--- src/rtl/thresh_pwm_ctrl_if.sv ---
// Threshold write port and PWM/status outputs of thresh_pwm_ctrl.
// Master drives writes (host side); slave is the controller.
interface thresh_pwm_ctrl_if;
   logic       wrt;
   logic       sel;
   logic [7:0] data;
   logic       VIL_PWM;
   logic       VIH_PWM;
   logic [7:0] VIL;
   logic [7:0] VIH;
   logic       rdy;
   logic       err;

   modport master (
      output wrt, sel, data,
      input  VIL_PWM, VIH_PWM, VIL, VIH, rdy, err
   );

   modport slave (
      input  wrt, sel, data,
      output VIL_PWM, VIH_PWM, VIL, VIH, rdy, err
   );
endinterface

--- src/rtl/thresh_pwm_ctrl.sv ---
// Dual-threshold PWM generator for an analog front end: shadow/active threshold pairs,
// loads aligned to the 1024-clock PWM period, and a settle window before new writes are taken.
module thresh_pwm_ctrl #(
   parameter int unsigned SETTLE_PERIODS = 2
) (
   input  logic               clk,
   input  logic               rst_n,
   thresh_pwm_ctrl_if.slave   bus
);

   typedef enum logic [1:0] {
      SETTLE = 2'd0,
      IDLE   = 2'd1,
      PEND   = 2'd2
   } state_t;

   localparam logic [2:0] SETTLE_CNT = 3'(SETTLE_PERIODS);
   localparam logic [7:0] VIL_RST    = 8'h55;
   localparam logic [7:0] VIH_RST    = 8'hAA;

   state_t     r_state;
   state_t     w_next_state;
   logic [9:0] r_cnt;
   logic [2:0] r_per_cnt;
   logic [2:0] w_next_per_cnt;
   logic [7:0] r_sh_vil;
   logic [7:0] r_sh_vih;
   logic [7:0] r_act_vil;
   logic [7:0] r_act_vih;
   logic       r_vil_pwm;
   logic       r_vih_pwm;
   logic       r_err;
   logic       r_rdy;
   logic       w_wrap;
   logic       w_valid;
   logic       w_accept;
   logic       w_load;

   assign w_wrap   = (r_cnt == 10'd1023);
   // Ordering is checked against the other channel's shadow so pending pairs stay consistent.
   assign w_valid  = bus.sel ? (bus.data > r_sh_vil) : (bus.data < r_sh_vih);
   assign w_accept = bus.wrt && (r_state == IDLE) && w_valid;
   assign w_load   = (r_state == PEND) && w_wrap;

   // Next-state and settle-period counting
   always_comb begin
      w_next_state   = r_state;
      w_next_per_cnt = r_per_cnt;
      case (r_state)
         SETTLE: begin
            if (w_wrap) begin
               w_next_per_cnt = r_per_cnt + 3'd1;
               if (w_next_per_cnt == SETTLE_CNT) begin
                  w_next_state = IDLE;
               end else begin
                  w_next_state = SETTLE;
               end
            end else begin
               w_next_state = SETTLE;
            end
         end
         IDLE: begin
            if (w_accept) begin
               w_next_state = PEND;
            end else begin
               w_next_state = IDLE;
            end
         end
         PEND: begin
            if (w_wrap) begin
               w_next_state   = SETTLE;
               w_next_per_cnt = 3'd0;
            end else begin
               w_next_state = PEND;
            end
         end
         default: begin
            w_next_state   = SETTLE;
            w_next_per_cnt = 3'd0;
         end
      endcase
   end

   // State, period counter and status flags
   always_ff @(posedge clk or negedge rst_n) begin
      if (!rst_n) begin
         r_state   <= SETTLE;
         r_cnt     <= 10'd0;
         r_per_cnt <= 3'd0;
         r_err     <= 1'b0;
         r_rdy     <= 1'b0;
      end else begin
         r_state   <= w_next_state;
         r_cnt     <= r_cnt + 10'd1;
         r_per_cnt <= w_next_per_cnt;
         r_err     <= bus.wrt && !w_accept;
         r_rdy     <= (w_next_state == IDLE);
      end
   end

   // Shadow capture on accepted writes, active load at period boundary
   always_ff @(posedge clk or negedge rst_n) begin
      if (!rst_n) begin
         r_sh_vil  <= VIL_RST;
         r_sh_vih  <= VIH_RST;
         r_act_vil <= VIL_RST;
         r_act_vih <= VIH_RST;
      end else begin
         if (w_accept && !bus.sel) begin
            r_sh_vil <= bus.data;
         end
         if (w_accept && bus.sel) begin
            r_sh_vih <= bus.data;
         end
         if (w_load) begin
            r_act_vil <= r_sh_vil;
            r_act_vih <= r_sh_vih;
         end
      end
   end

   // High-time is 4 clocks per threshold LSB; 0xFF tops out at 1020 so the period never saturates
   always_ff @(posedge clk or negedge rst_n) begin
      if (!rst_n) begin
         r_vil_pwm <= 1'b0;
         r_vih_pwm <= 1'b0;
      end else begin
         r_vil_pwm <= (r_cnt < {r_act_vil, 2'b00});
         r_vih_pwm <= (r_cnt < {r_act_vih, 2'b00});
      end
   end

   assign bus.VIL_PWM = r_vil_pwm;
   assign bus.VIH_PWM = r_vih_pwm;
   assign bus.VIL     = r_act_vil;
   assign bus.VIH     = r_act_vih;
   assign bus.rdy     = r_rdy;
   assign bus.err     = r_err;

endmodule

--- src/flat_wrapper.sv ---
// flat-port wrapper written by rule: the top's interface ports become plain ports
module thresh_pwm_ctrl_flat 
#(
   parameter int unsigned SETTLE_PERIODS = 2
)
  (clk, rst_n, bus_wrt, bus_sel, bus_data, bus_VIL_PWM, bus_VIH_PWM, bus_VIL, bus_VIH, bus_rdy, bus_err);
  thresh_pwm_ctrl_if bus_i ();
  input  logic clk;
  input  logic rst_n;
  input wire logic [$bits(bus_i.wrt)-1:0] bus_wrt;
  input wire logic [$bits(bus_i.sel)-1:0] bus_sel;
  input wire logic [$bits(bus_i.data)-1:0] bus_data;
  output wire logic [$bits(bus_i.VIL_PWM)-1:0] bus_VIL_PWM;
  output wire logic [$bits(bus_i.VIH_PWM)-1:0] bus_VIH_PWM;
  output wire logic [$bits(bus_i.VIL)-1:0] bus_VIL;
  output wire logic [$bits(bus_i.VIH)-1:0] bus_VIH;
  output wire logic [$bits(bus_i.rdy)-1:0] bus_rdy;
  output wire logic [$bits(bus_i.err)-1:0] bus_err;
  assign bus_i.wrt = bus_wrt;
  assign bus_i.sel = bus_sel;
  assign bus_i.data = bus_data;
  assign bus_VIL_PWM = bus_i.VIL_PWM;
  assign bus_VIH_PWM = bus_i.VIH_PWM;
  assign bus_VIL = bus_i.VIL;
  assign bus_VIH = bus_i.VIH;
  assign bus_rdy = bus_i.rdy;
  assign bus_err = bus_i.err;
  thresh_pwm_ctrl #(.SETTLE_PERIODS(SETTLE_PERIODS)) u_core (.clk(clk), .rst_n(rst_n), .bus(bus_i));
endmodule
--- config.mk ---
export PLATFORM = sky130hd
export DESIGN_NAME = thresh_pwm_ctrl_flat
export DESIGN_NICKNAME = d
export VERILOG_FILES = /design/src/rtl/thresh_pwm_ctrl_if.sv /design/src/rtl/thresh_pwm_ctrl.sv /design/src/flat_wrapper.sv
export SDC_FILE = /design/constraint.sdc
export NUM_CORES = 1
export LEC_CHECK = 0
export BUFFER_PORTS_ARGS = -buffer_cell sky130_fd_sc_hd__buf_2
export CAP_MARGIN = 20
export CORE_ASPECT_RATIO = 2
export CORE_MARGIN = 2
export CORE_UTILIZATION = 55
export CTS_CLUSTER_DIAMETER = 200
export CTS_CLUSTER_SIZE = 24
export DETAILED_ROUTE_END_ITERATION = 12
export PLACE_DENSITY = 0.83
export SLEW_MARGIN = 20
export SYNTH_ARGS = -nofsm -noshare
export SYNTH_HDL_FRONTEND = slang
export SYNTH_SLANG_ARGS = --single-unit
--- constraint.sdc ---
create_clock -name clk -period 2.6 [get_ports clk]
set_input_delay 0.26 -clock clk [delete_from_list [all_inputs] [get_ports clk]]
set_output_delay 0.26 -clock clk [all_outputs]
set_load 0.05 [all_outputs]
## After elaboration in Yosys (flattened, before gate mapping)

Cells that the tools add are included.

| storage, ports and cells | value |
|---|---|
| register bits | 51 |
| bits of input ports | 12 |
| output and inout port bits | 20 |
| logic and storage cells | 44 |

| operators by class | value |
|---|---|
| $add $sub $neg | 2 |
| magnitude comparators | 4 |
| equality and inequality tests | 7 |
| muxes and demuxes | 9 |
| bitwise logic cells | 1 |
| reductions and logical operators | 10 |

Operators by type and width:

| kind | number |
|---|---|
| < comparator 10 bit | 2 |
| adder 10 x 1 -> 10 bit, second input constant | 1 |
| equality test 10 bit, second input constant | 1 |
| case mux 3 bit (3 select lines) | 1 |
| greater-than comparator 8 bit | 1 |
| < comparator 8 bit | 1 |
| logical AND 1 bit | 6 |
| 2-to-1 mux 3 bit | 2 |
| case mux 2 bit (3 select lines) | 1 |
| equality test 2 x 1 -> 1 bit, second input constant | 2 |
| 2-to-1 mux 2 bit | 2 |
| inequality test 2 x 1 -> 1 bit, second input constant | 2 |
| adder 3 x 1 -> 3 bit, second input constant | 1 |
| equality test 3 x 2 -> 1 bit, second input constant | 1 |
| 2-to-1 mux 1 bit | 3 |
| AND reduction 3 bit | 1 |
| equality test 2 bit, second input constant | 1 |
| zero test 1 bit | 2 |
| zero test 2 bit | 1 |
| inverter 1 bit | 1 |

## Depth between registers and ports, before layout

Gate-level depths: netlist of run 1.

| depth | value |
|---|---|
| word-level depth | 6 |
| depth in mapped cells | 8 |
| depth with buffers taken out | 7 |

## Worst setup path before layout of run 1

No wires, ideal clock.

| path | value |
|---|---|
| path kind | reg2reg |
| from | register u_core.r_sh_vil[6] |
| to | register u_core.r_sh_vih[0] |
| library setup time | 0.125 ns |
| arrival time | 2.093 ns |
| data required time | 2.475 ns |
| slack | 0.382 ns |
| cell stages (with the launch flop) | 7 |
| path buffers | 0 |
| period minus slack after synthesis | 2.218 ns |
| cells stage by stage | dfstp_2 inv_1 ha_1 nand4_1 a21o_1 a2111oi_4 mux2_2 |

| between the ends | value |
|---|---|
| cells in the longest elaborated chain, start to end | 4 |

RTL lines:

| item | RTL line | RTL |
|---|---|---|
| from (decl) | thresh_pwm_ctrl.sv:26 | `logic [7:0] r_sh_vil;` |
| from (signal assigned) | thresh_pwm_ctrl.sv:110 | `r_sh_vil <= bus.data;` |
| greater-than comparator 8 bit | thresh_pwm_ctrl.sv:41 | `assign w_valid = bus.sel ? (bus.data > r_sh_vil) : (bus.data < r_sh_vih);` |
| 2-to-1 mux 1 bit | thresh_pwm_ctrl.sv:41 |  |
| logical AND 1 bit | thresh_pwm_ctrl.sv:42 | `assign w_accept = bus.wrt && (r_state == IDLE) && w_valid;` |
| logical AND 1 bit | thresh_pwm_ctrl.sv:112 | `if (w_accept && bus.sel) begin` |
| to (signal assigned) | thresh_pwm_ctrl.sv:113 | `r_sh_vih <= bus.data;` |
| to (decl) | thresh_pwm_ctrl.sv:27 | `logic [7:0] r_sh_vih;` |

No other way between the ends.
A chain may end at the register's enable or synchronous reset.

## Worst setup path after layout of run 1

| path | value |
|---|---|
| from | register u_core.r_sh_vil[6] |
| to | register u_core.r_sh_vih[4] |

Same word-level chain as after synthesis.

==> results.toml, run 1 <==
[clocking]
h_tree_levels = 2
cts_made_buffers = 5
tritoncts_clock_tree = "built"
path_clk_slew_ns = 0.10
cts_root_buf = "clkbuf_8"
clock_sink_count = 51
clk_lat_worst_skew_ns = 0.32
post_cts.resized_instances = 0
clk_path_buf_depth = 2

[route]
drt-total-wl_um = 5810
average_wire_per_standard_cell_um = 16.2
routed_via_density = 5.72
postRouteAntennaNets = 0
drcViolationCount = 0
drt-initial-drc-count = 25
total_number_of_vias = 2055
first_pass_iters = 4

[timing]
final_max_slew_viol_count = 0
max_clock_skew_ns = 0.00792
worst_pin_slew_ns = 0.476
fin_crit_ns = 2.25
fin_worst_hold_slack_ns = 0.194
max_slew_margin_pct = 67.9
report.final.hold_viol_count = 0
fmax_ghz = 0.445
setup-tns-final_ns = 0
final_min_period_over_clock_period_pct = 86.5
grt_setup_unrepaired = "false"
timing.final.setup_violations = 0

[cells_and_area]
final-seq-area_mm2 = 0.00130
fin_cells = 359
num-nets-final = 345
multi_input_comb_area_mm2 = 0.00130
antennaDiodeCount = 0
finish.utilization_pct = 63.5
fillCellCount = 413
signed_area_change_from_the_synthesized_netlist_to_the_final_layout_pct = 12.2
drive_above_1_share_pct = 25.2

[hold_path]
hold_path.class = "input port to register"

[worst_setup_path]
path_max_fanout = 10
critical_path_class = "register to register"
start_kind = "register"
critical_path_required_ns = 2.80
endpoint_kind = "register"
arrival_ns = 2.45

[global_route]
first_global_vias = 2153
grt_max_degree = 33
remaining_global_route_overflow = 0
global_route.peak_usage_layer = "met2"
grt_first_pass_wirelength_um = 9450
grt.total_usage_pct = 23.2
grt_util_met1_pct = 22.4
grtUsageMet3_pct = 6.03
grt_antenna_before_repair = 0
globalRouteMet2Util_pct = 41.6

[floorplan]
ios = 32
num_rows = 36
fp.dieW_um = 54.0
die_area_mm2 = 0.00562
floorplan.initialDensity_pct = 56.6
chipHeight_um = 104
core_area_mm2 = 0.00486

[run_status]
run_status = "complete, no violations"

[power]
powerDensity_mw_per_mm2 = 646
power_uw = 1990
peakVddDrop_v = 0.000567
p_leak_uw = 0.00148

[synth]
syn_inst = 262
post_synth.cell_area_avg_um2 = 10.5
synth.ff_latch_count = 51
postSynth.asyncResetShare_pct = 100
synth_nets = 306
yosys.area.top_type_share_pct = 31.8
synthDominantAreaCellType = "dfrtp_1"
post_synth_instance_area_mm2 = 0.00275
post_synth_edffs = 0
ys_seq_area_share_pct = 47.1
synth.yosys.warnings = 0
ys_dominant_reg_cell = "dfrtp_1"
synth.distinct_cells = 38
netlist_top_cells_area = "dfrtp_1, dfstp_2, ha_1"

[job]
max_cap_violations = 0

[placement]
place.detailed.hpwl_um = 4470
place.gp.congestion = 0.780
io_buffer_count = 31
placed_cells_incl_taps = 350
==> through the flow <==
| stage | setup WS, ns | area (um2) |
|---|---|---|
| 6_report | 0.352 | 3090 |
| 5_1_grt | 0.242 | 3090 |
| 4_1_cts | 0.354 | 3090 |
| 3_5_place_dp | 0.364 | 3000 |
| 3_3_place_gp | 0.358 | 3000 |
| 2_1_floorplan | 0.382 | 2750 |
==> cells in the mapped netlist (all sizes together), types with 2 or more instances <==
library cell,n
o21ai,26
nor3,4
ha,32
a2111oi,3
inv,33
dfstp,16
and3,2
xor2,4
or3,3
nand2b,3
a211oi,6
nor3b,4
buf,4
nand2,25
dfrtp,35
nand4,5
a21o,8
nor2,7
a21oi,4
nand3,7
clkbuf,3
xnor2,5
mux2,11
o22ai,2
==> report_power, final <==
part	switching [uW]	total, uW	internal (uW)
Clock	267	457	190
Combinational	241	466	224
Sequential	106	1070	966
Total	614	1990	1380
==> sequential cells by signal, summed over array words and instances (netlist names) <==
name and count:
u_core.bus.err 1, u_core.bus.rdy 1, u_core.r_cnt 10, u_core.r_state 2, u_core.bus.VIH 8, u_core.r_sh_vil 8
u_core.bus.VIL 8, u_core.bus.VIL_PWM 1, u_core.r_sh_vih 8, u_core.r_per_cnt 3, u_core.bus.VIH_PWM 1
==> cells by family (layout without fill, tap and decap cells) <==
kind of cell               after synthesis  after routing  share of synthesized area (%)
xor gates and xnor gates                 9              9                           2.86
AOI/OAI and AO/OA                       55             55                           13.3
muxes                                   11             11                           4.50
buffers and inverters                   40             80                           5.73
DFF                                     51             51                           47.1
adders and majority gates               32             32                           14.6
and+or+nand+nor                         64             64                           11.9
==> layer usage <==
layer  share of wire, %  vias up  routed length [um]
li1                   -      983                   -
met1                 37     1012                2180
met2                 55       44                3220
met3                3.3       16                 190
met4                3.8        0                 221
met5                  0        -                   0
==> what timing repair did <==
item,CTS,global route
buffers inserted,0,0
hold buffers,1,0
endpoints found under the hold margin,13,0
==> area by class of cell <==
| cell class | count | area share (%) |
|---|---|---|
| Timing Repair Buffer | 39 | 7.05 |
| Clock inverter | 1 | 0.162 |
| Multi-Input combinational cell | 171 | 42.0 |
| Clock buffer | 7 | 2.47 |
| Inverter | 33 | 4.01 |
| Tap cell | 57 | 2.31 |
| Sequential cell | 51 | 42.0 |
==> worst max-delay path, stage by stage (launching register included) <==
cell	delay, ns
dfstp_2	0.53
inv_1	0.05
ha_1	0.28
nand4_1	0.11
a21o_1	0.22
a2111oi_4	0.35
buf_4	0.25
mux2_2	0.35
==> worst paths after layout <==
| kind | startpoint | to | slack, ns | cells past startpoint |
|---|---|---|---|---|
| min | bus_data[2] | u_core.r_sh_vil[2] | 0.19 | 3 |
| max reg2reg | u_core.r_sh_vil[6] | u_core.r_sh_vih[4] | 0.35 | 7 |
| min in group asynchronous | rst_n | u_core.r_per_cnt[2] | 0.42 | 2 |
| min reg2reg | u_core.r_cnt[0] | u_core.r_cnt[0] | 0.49 | 1 |
| max | u_core.r_sh_vil[6] | u_core.r_sh_vih[4] | 0.35 | 7 |
| max in group asynchronous | rst_n | u_core.bus.VIH[1] | 1.38 | 3 |
==> layout by cell type (no fill, tap or decap), types with 2 or more instances in the layout <==
cell type | synthesis | routed
a2111oi_0 | 2 | 2
a211oi_1 | 6 | 6
a21o_1 | 8 | 8
a21oi_1 | 4 | 4
and3_1 | 2 | 2
buf_2 | 3 | 31
buf_4 | 1 | 7
clkbuf_1 | 3 | 2
clkbuf_8 | 0 | 5
dfrtp_1 | 35 | 35
dfstp_2 | 16 | 16
ha_1 | 32 | 32
inv_1 | 33 | 33
mux2_2 | 11 | 11
nand2_1 | 25 | 25
nand2b_1 | 3 | 3
nand3_1 | 6 | 6
nand4_1 | 5 | 5
nor2_1 | 7 | 7
nor3_1 | 4 | 4
nor3b_1 | 3 | 3
o21ai_0 | 26 | 26
o22ai_1 | 2 | 2
or3_1 | 3 | 3
xnor2_1 | 5 | 5
xor2_1 | 4 | 4
(Power assumes the default switching activity.)
==> run 2, diff against run 1 <==
--- a/config.mk
+++ b/config.mk
@@ -5,6 +5,7 @@
 export SDC_FILE = /design/constraint.sdc
 export NUM_CORES = 1
 export LEC_CHECK = 0
+export ABC_AREA = 1
 export BUFFER_PORTS_ARGS = -buffer_cell sky130_fd_sc_hd__buf_2
 export CAP_MARGIN = 20
 export CORE_ASPECT_RATIO = 2
@@ -14,6 +15,7 @@
 export CTS_CLUSTER_SIZE = 24
 export DETAILED_ROUTE_END_ITERATION = 12
 export PLACE_DENSITY = 0.83
+export SKIP_CTS_REPAIR_TIMING = 1
 export SLEW_MARGIN = 20
 export SYNTH_ARGS = -nofsm -noshare
 export SYNTH_HDL_FRONTEND = slang
==> run 2 against run 1 <==
  * Combinational power is 86% lower
  * Largest power group unchanged
  * Clock skew shrank 0.0036 ns
  * Sequential power down 26%
==> results.toml, run 2 <==
[floorplan]
num_rows = 37
floorplan.initialDensity_pct = 56.1
core_area_mm2 = 0.00509
ios = 32
chipHeight_um = 106
fp.dieW_um = 55.0
die_area_mm2 = 0.00582

[clocking]
clk_lat_worst_skew_ns = 0.31
h_tree_levels = 2
path_clk_slew_ns = 0.09
cts_made_buffers = 5
tritoncts_clock_tree = "built"
clk_path_buf_depth = 2
cts_root_buf = "clkbuf_8"
clock_sink_count = 51

[timing]
max_slew_margin_pct = 61.5
fmax_ghz = 0.473
final_max_slew_viol_count = 0
setup-tns-final_ns = 0
max_clock_skew_ns = 0.00436
final_min_period_over_clock_period_pct = 81.3
timing.final.setup_violations = 0
grt_setup_unrepaired = "false"
fin_worst_hold_slack_ns = 0.146
fin_crit_ns = 2.11
report.final.hold_viol_count = 0
worst_pin_slew_ns = 0.578

[power]
peakVddDrop_v = 0.000416
pwr-share-clk_pct = 36.3
share_seq_of_total_power_pct = 58.8
switching_share_pct = 21.5
cell_internal_pwr_uw = 1060
power_uw = 1350
pwr-share-comb_pct = 4.8
power.switching_uw = 291
p_leak_uw = 0.00167
powerDensity_mw_per_mm2 = 427

[placement]
place.gp.congestion = 0.792
place.detailed.hpwl_um = 4440
io_buffer_count = 31

[route]
first_pass_iters = 4
drt-total-wl_um = 5540
routed_via_density = 5.33
average_wire_per_standard_cell_um = 13.6
drcViolationCount = 0
postRouteAntennaNets = 0
drt-initial-drc-count = 51
total_number_of_vias = 2166

[cells_and_area]
registers.top_by_ff_count = "u_core.r_cnt"
largest_reg_flops = 10
fillCellCount = 449
layout_commonest_cell = "inv_1"
drive_above_1_share_pct = 22.7
num-nets-final = 391
signed_area_change_from_the_synthesized_netlist_to_the_final_layout_pct = 10.8
finish.utilization_pct = 62.1
most_frequent_cells_in_the_layout = "inv_1, nand2_1, dfrtp_1"
antennaDiodeCount = 0

[synth]
netlist_top_cells_area = "dfrtp_1, dfstp_2, ha_1"
yosys.area.top_type_share_pct = 30.7
post_synth_edffs = 0
synth.yosys.warnings = 0
synthDominantAreaCellType = "dfrtp_1"
ys_seq_area_share_pct = 45.4
post-synth-top-count-cell = "inv_1"
post_synth_instance_area_mm2 = 0.00286
synth.distinct_cells = 30
ys_dominant_reg_cell = "dfrtp_1"
postSynth.asyncResetShare_pct = 100
synth.cells.most_frequent = "inv_1, nand2_1, dfrtp_1"
syn_inst = 311
post_synth.cell_area_avg_um2 = 9.18
synth.ff_latch_count = 51
synth_nets = 355

[worst_setup_path]
critical_path_required_ns = 2.82
endpoint_kind = "register"
timing.critical_path.buf_inv = 2
rr_startpoint = "u_core.r_sh_vih[3]"
path_max_fanout = 16
cp.depth = 9
cp_top_family = "simple AND/OR/NAND/NOR gates"
r2r_slack_ns = 0.49
arrival_ns = 2.33
cpPeakStageDelay_ns = 0.54
crit_chain = "inv_1 > ha_1 > a21oi_1 > nand2_1 > nand2_1 > nand2_1 > inv_1 > nand3_1 > o21ai_0"
crit_path_frequent_cell = "nand2_1"
start_kind = "register"
critical_path_class = "register to register"
critical-path-slowest-cell = "dfstp_2"
timing.reg2reg.worst_path_depth = 9
regToRegEndpoint = "u_core.r_sh_vil[0]"
timing.critical_path.to = "u_core.r_sh_vil[0]"
cp-startpoint = "u_core.r_sh_vih[3]"

[job]
max_cap_violations = 0

[hold_path]
hold_path.class = "input port to register"

[global_route]
grt_first_pass_wirelength_um = 9520
grt_max_degree = 50
remaining_global_route_overflow = 0
grt.total_usage_pct = 22.5
grt_antenna_before_repair = 0
first_global_vias = 2159

[run_status]
run_status = "complete, no violations"
run 2: how the worst min path moves through the flow:
stage,from,to,cells after the start
after floorplan,rst_n,u_core.bus.VIH[0],0
after CTS,bus_wrt,u_core.bus.err,3
after global placement,u_core.r_cnt[0],u_core.r_cnt[0],1
after detailed placement,u_core.r_cnt[0],u_core.r_cnt[0],1
final,bus_wrt,u_core.bus.err,3
after global routing,bus_wrt,u_core.bus.err,3
run 2: power groups by stage:
stage	combinational (uW)	clock (uW)	sequential, uW
final	65.1	491	795
after global routing	76.3	528	795
after CTS	65.2	498	795
after detailed placement	64.9	0	809
after global placement	63.4	0	809
after floorplan	22.9	0	813
run 2: cells by family after synthesis:
family / after synthesis / synth area share, %
simple gates: 97 / 15.9
buf+inv: 65 / 9.55
compound gates: 58 / 12.7
flops: 51 / 45.4
fa+ha+maj: 32 / 14.0
xor+xnor: 8 / 2.45
run 2: cell type report:
class	instances	area, um2	share of cell area, %
repair buffers	34	183	5.77
flip-flops and latches	51	1300	41.0
inverters	60	225	7.12
multi-input cells	195	1290	40.7
clock buffers	8	100	3.16
well taps	58	72.6	2.29
run 2: stage by stage:
stage | worst slack [ns] | std cells | instance area (um2)
2_1_floorplan | 0.832 | 311 | 2860
3_3_place_gp | 0.560 | 397 | 3050
3_5_place_dp | 0.478 | 397 | 3050
4_1_cts | 0.449 | 405 | 3150
5_1_grt | 0.309 | 406 | 3160
6_report | 0.487 | 406 | 3160
run 2: worst register-to-register path, cell delays in order (launching register included):
cell and delay [ns]:
dfstp_2 0.54, inv_1 0.06, ha_1 0.29, a21oi_1 0.14, nand2_1 0.11, nand2_1 0.08, nand2_1 0.07, inv_1 0.05
nand3_1 0.36, o21ai_0 0.34
run 2: layer usage:
layer,vias up,wire [um],track usage (%)
met2,37,3100,38.2
met1,1054,2080,25.6
met5,-,0,0
met3,17,123,2.95
met4,0,238,12.4
li1,1058,-,-
==> run 3, diff against run 2 <==
==> constraint.sdc (replaced) <==
create_clock -name clk -period 1.99 [get_ports clk]
set_input_delay 0.199 -clock clk [delete_from_list [all_inputs] [get_ports clk]]
set_output_delay 0.199 -clock clk [all_outputs]
set_load 0.05 [all_outputs]
==> run 3 against run 2 <==
  * Sequential share of layout area down 0.43 points
  * Maximum frequency up 16%
  * Final area up 1.1%
  * Die area unchanged
  * First-iteration DRC count up 24%
  * Core utilization up 0.66 points
  * Cell count up 0.74%
  * Non-clock buffer count up 3
  * Clock power up 19%
  * Wire length down 0.13%
  * Hold slack worse by 0.053 ns
  * Sequential power up 31%
  * Critical endpoint is now u_core.r_sh_vil[2]
==> results.toml, run 3 (synthesized netlist as in run 2, its figures left out) <==
[cells_and_area]
drive_above_1_share_pct = 23.6
signed_area_change_from_the_synthesized_netlist_to_the_final_layout_pct = 12.0
registers.top_by_ff_count = "u_core.r_cnt"
largest_reg_flops = 10
antennaDiodeCount = 0
final_design_area_no_fill_mm2 = 0.00320
num-nets-final = 394
layout_commonest_cell = "inv_1"
most_frequent_cells_in_the_layout = "inv_1, nand2_1, dfrtp_1"
fillCellCount = 455
finish.utilization_pct = 62.8

[global_route]
first_global_vias = 2205
grt_antenna_before_repair = 0
grt.total_usage_pct = 22.1
remaining_global_route_overflow = 0
grt_first_pass_wirelength_um = 9380
grt_max_degree = 33

[floorplan]
fp.dieW_um = 55.0
chipHeight_um = 106
core_area_mm2 = 0.00509
floorplan.initialDensity_pct = 56.1
ios = 32
die_area_mm2 = 0.00582
num_rows = 37

[timing]
timing.final.setup_violations = 0
grt_setup_unrepaired = "false"
fin_crit_ns = 1.81
fmax_ghz = 0.551
layout_setup_ws_ns = 0.176
worst_pin_slew_ns = 0.395
max_slew_margin_pct = 73.6
final_min_period_over_clock_period_pct = 91.1
setup-tns-final_ns = 0
final_max_slew_viol_count = 0
report.final.hold_viol_count = 0
max_clock_skew_ns = 0.00558

[worst_setup_path]
critical_path_required_ns = 2.21
regToRegEndpoint = "u_core.r_sh_vil[2]"
timing.critical_path.to = "u_core.r_sh_vil[2]"
critical_path_class = "register to register"
start_kind = "register"
rr_startpoint = "u_core.r_sh_vih[7]"
path_max_fanout = 16
arrival_ns = 2.04
r2r_slack_ns = 0.18
endpoint_kind = "register"
cp-startpoint = "u_core.r_sh_vih[7]"
timing.reg2reg.worst_path_depth = 9

[route]
total_number_of_vias = 2184
postRouteAntennaNets = 0
routed_via_density = 5.34
average_wire_per_standard_cell_um = 13.5
drt-initial-drc-count = 63
drt-total-wl_um = 5530
drcViolationCount = 0
first_pass_iters = 4

[power]
p_leak_uw = 0.00168
powerDensity_mw_per_mm2 = 535
peakVddDrop_v = 0.000409

[clocking]
tritoncts_clock_tree = "built"
clk_path_buf_depth = 2
h_tree_levels = 2
path_clk_slew_ns = 0.09
clk_lat_worst_skew_ns = 0.31
cts_root_buf = "clkbuf_8"
clock_sink_count = 51
cts_made_buffers = 5

[placement]
placedInstanceArea_mm2 = 0.00309
io_buffer_count = 31
dpl_worst_slack_ns = 0.0863
place.detailed.hpwl_um = 4400
place.gp.congestion = 0.794

[hold_path]
hold_path.class = "input port to register"

[run_status]
run_status = "complete, no violations"

[job]
max_cap_violations = 0
run 3: how the worst min path moves through the flow:
stage	endpoint	start	depth (start not counted)	slack, ns
finish	u_core.bus.err	bus_wrt	3	0.09
global route	u_core.bus.err	bus_wrt	3	0.11
CTS	u_core.bus.VIL[3]	rst_n	1	-0.20
detailed placement	u_core.r_sh_vih[0]	rst_n	1	0.14
global placement	u_core.bus.VIH[0]	rst_n	1	0.15
floorplan	u_core.bus.VIH[0]	rst_n	0	-0.1
run 3: power by group:
part	total, uW	internal, uW	switching (uW)
clock network	585	246	339
logic	87.2	28.4	58.9
registers	1040	1040	0.218
run 3: final cells by class:
type	instances	area, um2	area share [%]
Timing Repair Buffer	37	219	6.85
Clock buffer	6	72.6	2.27
Multi-Input combinational cell	195	1300	40.6
Clock inverter	2	12.5	0.391
Inverter	60	225	7.04
Sequential cell	51	1300	40.5
Tap cell	58	72.6	2.27
run 3: layer usage:
| layer | routed length [um] | global-route usage [%] | part of all wire (%) | vias to the layer above |
|---|---|---|---|---|
| li1 | - | - | - | 1065 |
| met4 | 205 | 12.5 | 3.7 | 0 |
| met5 | 0 | 0 | 0 | - |
| met1 | 2130 | 24.7 | 38 | 1067 |
| met3 | 132 | 3.23 | 2.4 | 13 |
| met2 | 3070 | 37.6 | 55 | 39 |
run 3: per-stage QoR:
stage               total power, uW  cells  hold WS (ns)
CTS                            1730    408        -0.198
global route                   1780    409         0.106
detailed placement             1140    400         0.145
floorplan                      1090    311       -0.0966
finish                         1710    409        0.0931
global placement               1140    400         0.145
run 3: critical path: stages, from the launching register on:
cell and delay [ns]:
dfstp_2 0.56, inv_1 0.06, ha_1 0.30, a21oi_2 0.15, o21a_1 0.13, nand2_1 0.08, inv_1 0.06, nand3_1 0.07
buf_6 0.16, o21ai_0 0.18
